`config.mk`:
```
export PLATFORM = sky130hd
export DESIGN_NAME = pattern_tx
export DESIGN_NICKNAME = d
export VERILOG_FILES = /design/src/rtl/pattern_tx.sv
export SDC_FILE = /design/constraint.sdc
export NUM_CORES = 1
export LEC_CHECK = 0
export ABC_CLOCK_PERIOD_IN_PS = 1370
export CAP_MARGIN = 20
export CORE_AREA = 2 2 39 41
export DETAILED_ROUTE_END_ITERATION = 12
export DIE_AREA = 0 0 41 43
export GPL_ROUTABILITY_DRIVEN = 0
export SLEW_MARGIN = 20
export SYNTH_ARGS = -nofsm -noshare
export SYNTH_HDL_FRONTEND = slang
export SYNTH_SLANG_ARGS = --single-unit
export TNS_END_PERCENT = 30
```
`constraint.sdc`:
```
create_clock -name clk -period 1.37 [get_ports clk]
set_clock_uncertainty 0.1 [all_clocks]
set_input_delay 0.2055 -clock clk [delete_from_list [all_inputs] [get_ports clk]]
set_output_delay 0.2055 -clock clk [all_outputs]
set_load 0.1 [all_outputs]
```
`src/rtl/pattern_tx.sv`:
```
// rtl/pattern_tx.sv - Moore serial pattern transmitter, MSB first, optional repeats with idle gaps.
// Repeat/gap support is enabled by defining PATTERN_TX_REPEAT_EN; default build sends one pattern per start.
module pattern_tx #(
    parameter int W   = 4,
    parameter int GAP = 1
) (
    input  logic         clk,
    input  logic         rst,
    input  logic         start,
    input  logic [W-1:0] pat_in,
    input  logic [3:0]   reps,
    input  logic         stop,
    output logic         out,
    output logic         out_vld,
    output logic         busy,
    output logic         done
);

    localparam int CW = (W > 2) ? $clog2(W) : 1;
    localparam logic [CW-1:0] LAST_BIT = CW'(W - 1);

    localparam logic [1:0] S_IDLE  = 2'd0;
    localparam logic [1:0] S_SHIFT = 2'd1;
    localparam logic [1:0] S_GAP   = 2'd2;
    localparam logic [1:0] S_DONE  = 2'd3;

    logic [1:0]    state_q, state_d;
    logic [W-1:0]  shreg_q, shreg_d;
    logic [CW-1:0] bit_cnt_q, bit_cnt_d;

`ifdef PATTERN_TX_REPEAT_EN
    localparam logic [3:0] GAP_LAST = 4'(GAP - 1);

    logic [3:0] rep_cnt_q, rep_cnt_d;
    logic [3:0] gap_cnt_q, gap_cnt_d;
`else
    localparam logic [3:0] GAP_CFG = 4'(GAP);

    logic unused_cfg;
    assign unused_cfg = ^{reps, GAP_CFG};
`endif

    always_comb begin
        state_d   = state_q;
        shreg_d   = shreg_q;
        bit_cnt_d = bit_cnt_q;
`ifdef PATTERN_TX_REPEAT_EN
        rep_cnt_d = rep_cnt_q;
        gap_cnt_d = gap_cnt_q;
`endif
        case (state_q)
            S_IDLE: begin
                if (start) begin
                    shreg_d   = pat_in;
                    bit_cnt_d = LAST_BIT;
`ifdef PATTERN_TX_REPEAT_EN
                    rep_cnt_d = (reps == 4'd0) ? 4'd1 : reps;
`endif
                    state_d   = S_SHIFT;
                end
            end
            S_SHIFT: begin
                // Rotation restores the captured pattern after W shifts, so repeats need no reload.
                shreg_d   = {shreg_q[W-2:0], shreg_q[W-1]};
                bit_cnt_d = bit_cnt_q - 1'b1;
                if (bit_cnt_q == '0) begin
                    bit_cnt_d = LAST_BIT;
`ifdef PATTERN_TX_REPEAT_EN
                    rep_cnt_d = rep_cnt_q - 4'd1;
                    if (rep_cnt_q > 4'd1) begin
                        if (GAP > 0) begin
                            gap_cnt_d = GAP_LAST;
                            state_d   = S_GAP;
                        end else begin
                            state_d   = S_SHIFT;
                        end
                    end else begin
                        state_d = S_DONE;
                    end
`else
                    state_d = S_DONE;
`endif
                end
            end
            S_GAP: begin
`ifdef PATTERN_TX_REPEAT_EN
                gap_cnt_d = gap_cnt_q - 4'd1;
                if (gap_cnt_q == 4'd0) begin
                    bit_cnt_d = LAST_BIT;
                    state_d   = S_SHIFT;
                end
`else
                state_d = S_IDLE;
`endif
            end
            S_DONE: begin
                state_d = S_IDLE;
            end
            default: begin
                state_d = S_IDLE;
            end
        endcase
        // Abort outranks every transition; it has no meaning while idle.
        if (stop && (state_q != S_IDLE)) begin
            state_d = S_IDLE;
        end
    end

    always_ff @(posedge clk) begin
        if (rst) begin
            state_q   <= S_IDLE;
            shreg_q   <= '0;
            bit_cnt_q <= '0;
`ifdef PATTERN_TX_REPEAT_EN
            rep_cnt_q <= '0;
            gap_cnt_q <= '0;
`endif
        end else begin
            state_q   <= state_d;
            shreg_q   <= shreg_d;
            bit_cnt_q <= bit_cnt_d;
`ifdef PATTERN_TX_REPEAT_EN
            rep_cnt_q <= rep_cnt_d;
            gap_cnt_q <= gap_cnt_d;
`endif
        end
    end

    assign out     = (state_q == S_SHIFT) & shreg_q[W-1];
    assign out_vld = (state_q == S_SHIFT);
    assign busy    = (state_q != S_IDLE);
    assign done    = (state_q == S_DONE);

endmodule

```
# [Word level (Yosys, flattened, before mapping)]
# Cells that the tools add are included.
[word_totals] reg_bits=8 input_bits=12 elab_cells=27
[classes] n_mux=8 reduce_logical=9 addsub=1 n_bitwise=1 eq_ne=5
[ops] cell="$mux 2" n=4
[ops] cell="$pmux 4 s2" n=1
[ops] cell="$pmux 2 s3" n=1
[ops] cell="$eq 2x2->1 const B" n=2
[ops] cell="$logic_not 2->1" n=2
[ops] cell="$mux 4" n=1
[ops] cell="$pmux 2 s2" n=1
[ops] cell="$reduce_and 2->1" n=2
[ops] cell="$reduce_bool 2->1" n=2
[ops] cell="$reduce_or 2->1" n=2
[ops] cell="$eq 2x1->1 const B" n=1
[ops] cell="$ne 2x1->1 const B" n=1
[ops] cell="$ne 2x2->1 const B" n=1
[ops] cell="$sub 2x1->2 const B" n=1
[ops] cell="$and 1x1->1" n=1
[ops] cell="$logic_and 1x1->1" n=1

# [Logic depth before layout (Yosys ltp)]
[depth] depth_word=3 mapped_depth=5

# [Worst setup path after synthesis]
# OpenSTA, ideal clock, no wires.
[synth_path] path_type="reg-to-output" from="register state_q[0]" to="output out" slack_ps=-708 arrival_time_ps=1773 n_path_buf=1 stages_incl_launch_ff=4 cell_sequence="dfxtp_1 -> buf_6 -> and2b_2 -> and2_1"
[synth_via] elab_chain_cells=2
[synth_rtl] element="from (decl)" line="27" rtl="logic [1:0] state_q, state_d;"
[synth_rtl] element="from (signal assigned)" line="119" rtl="state_q <= state_d;"
[synth_rtl] element="$eq 2x1->1"
[synth_rtl] element="net out_vld" line="14" rtl="output logic out_vld,"
[synth_rtl] element="$and 1x1->1" line="129" rtl="assign out = (state_q == S_SHIFT) & shreg_q[W-1];"
[synth_rtl] element="to (decl)" line="13" rtl="output logic out,"
# The timed path passes the listed nets, and every way through them passes these cells.

# [Worst setup path in the final report]
[layout_path] from="register state_q[1]" to="output out"
[layout_via] elab_chain_cells=2
[layout_rtl] element="$eq 2x1->1" line="129"
[layout_rtl] element="$and 1x1->1" line="129"
# No other way between the ends.

==> flow_summary.toml <==
[grt]
grt_max_degree = 11
grt_pass1_wl_um = 1300
track_usage = 0.114
grt_pass1_vias = 324
antenna_found_initial = 0
gr-total-overflow = 0

[timing]
setup_viol = 3
worst_slack_ns = -0.0751
hold_ws_ns = 0.378
worstMarginPinSlew_ns = 0.215
relSlewSlack = 0.854
min_period_ns = 1.45
grt_setup_unrepaired = "yes"
hold_violations = 0
slew_violations = 0
fin_crit_sh = 1.05
max_freq_mhz = 692

[floorplan]
die_h_um = 43
dieArea_um2 = 1760
coreArea_um2 = 1380
start_util = 0.310
num_rows = 14
io_pins = 16
die_w_um = 41

[route]
vias = 339
wl_per_cell_um = 10.6
vias_per_cell = 4.71
first_pass_iters = 2
first_iter_violations = 3
ant_nets = 0
post-route-drc-count = 0
wirelength_um = 761

[power_and_ir_drop]
p_seq_frac = 0.402
switching_share = 0.318
cell_internal_pwr_uw = 464
pwr-share-comb = 0.329
p_sw_uw = 216
p_per_area_nw_per_um2 = 1070
total_leakage_power_nw = 0.262
ir_drop_mv = 0.381
power_frac_clock = 0.269

[status]
violations = "setup timing"
status = "complete, but fails checks"

[clock_tree]
hold_buffers = 0
clk_pin_slew_worst_paths_ns = 0.05
root_buffer = "clkbuf_4"
h-tree-depth = 1
numCtsBuffers = 3
clkSinkCount = 8
cts_tree = "built"
cts.path.max_buffers = 2
clk_latency_ns = 0.25

[placed_design]
dp_hpwl_um = 584
dp_slack_ns = -0.0367
dp.cells = 66
numPortBuffers = 11

[critical_path]
cp_slowest_cell = "dfxtp_2"
slowest_delay_ns = 0.32
r2r_cells = 4
crit_chain = "and2b_4, and2_4, buf_12"
crit_type = "register to output pin"
arrival_ns = 1.14
rrSetupSlack_ns = 0.15
critical_path_required_ns = 1.06
reg2reg_from = "state_q[1]"
r2r-end = "bit_cnt_q[0]"
worstSetupStartpointType = "register"
path_max_fanout = 4
end_kind = "output pin"

[layout]
nFillCells = 140
fin_cells = 72
layout.area.seq_um2 = 163
syn_to_final_growth_pct = 48.7
multi_input_area_um2 = 226
drive_above_1_share = 0.518
n_antenna_cell = 0
nNetsFinal = 71

[job]
drv_cap = 0

[yosys]
syn-num-nets = 52
synth_seq_cells = 8
synth_area_per_cell_um2 = 11.0
synth_cells = 39
syn_area_um2 = 429
ys_types = 17
ys_warn_count = 0
ys_seq_area_frac = 0.373

[hold_path]
min-delay-start = "bit_cnt_q[0]"
whs_path_depth = 1
hold_path_class = "register to register"
whs_endpoint = "bit_cnt_q[0]"
what timing repair did:
action,CTS,global route
setup endpoints to repair,3,3
resized for setup,2,0
setup buffers,2,1
state kept, by name, indices dropped and copies added (netlist names):
signal and count:
state_q 2, bit_cnt_q 2, shreg_q 4
layout make-up:
cell class | count | area share
sequential | 8 | 0.255
tap | 16 | 0.0314
multi-input combinational | 25 | 0.355
timing repair buffer | 17 | 0.306
clock buffer | 3 | 0.0353
inverter | 3 | 0.0176
cell usage after synthesis:
cell	instances	area share
or2_2	1	0.015
and2_1	3	0.044
mux2i_1	4	0.093
a21oi_1	1	0.012
ha_1	1	0.029
buf_1	1	0.0087
and2b_2	1	0.020
o21ba_4	1	0.038
a311oi_1	1	0.020
buf_6	1	0.026
nor2_1	1	0.0087
inv_1	3	0.026
buf_12	1	0.047
nor2_2	5	0.073
nor4b_1	1	0.020
dfxtp_1	8	0.37
a211oi_2	5	0.15
cell usage in the layout (no fill, tap or decap):
master and count:
buf_4 6, inv_1 3, buf_12 4, o21ba_4 1, dfxtp_2 2, and2_1 2, dfxtp_1 6, nor2_1 1
a21oi_1 1, a211oi_2 5, and2_4 1, nor2_2 5, and2b_4 1, ha_1 1, clkdlybuf4s50_1 7, a311oi_1 1
nor4b_1 1, mux2i_1 4, or2_2 1, clkbuf_4 3
cell families after synthesis:
family                   share of synthesized area
AO/OA/AOI/OAI                                0.216
multiplexers                                0.0933
buffers and inverters                        0.108
adder cells (fa/ha/maj)                     0.0291
flip-flops                                   0.373
AND/OR/NAND/NOR                              0.181
worst max-delay path by stage:
stage                     from  cells past startpoint  slack [ns]           end
floorplan           state_q[0]                      3       -0.15           out
global placement         start                      4       -0.01  bit_cnt_q[0]
detailed placement       start                      4       -0.04  bit_cnt_q[0]
CTS                 state_q[1]                      3       -0.09           out
global route        state_q[1]                      3       -0.12           out
finish              state_q[1]                      3       -0.08           out
metrics by stage:
step | setup TNS [ns] | utilization | power (mW) | instance area (µm²)
after global placement | -0.0263 | 0.427 | 0.493 | 591
after CTS | -0.175 | 0.456 | 0.687 | 631
after floorplan | -0.275 | - | 0.435 | 433
final | -0.127 | 0.461 | 0.680 | 638
after detailed placement | -0.0835 | 0.427 | 0.496 | 591
after global routing | -0.256 | 0.461 | 0.719 | 638
layer usage:
metal | part of all wire | global-route usage | vias to the layer above | wire length, µm
met4 | 0.012 | 0.0800 | 0 | 9
li1 | - | - | 168 | -
met1 | 0.49 | 0.139 | 159 | 375
met5 | 0 | 0 | - | 0
met2 | 0.43 | 0.153 | 10 | 327
met3 | 0.063 | 0.0471 | 2 | 48
worst max-delay path, delay by kind of cell, from the launching register on:
kind,cells,cell delay [ns]
buffers and inverters,1,0.16
DFF,1,0.32
and+or+nand+nor,2,0.40
power by group through the flow:
stage                     clock network (mW)  registers [mW]  logic (mW)
after global placement                     0           0.278       0.215
after global routing                   0.204           0.277       0.237
after floorplan                            0           0.272       0.163
after detailed placement                   0           0.279       0.217
final                                  0.183           0.274       0.224
after CTS                              0.188           0.274       0.225
(Power assumes the default switching activity.)
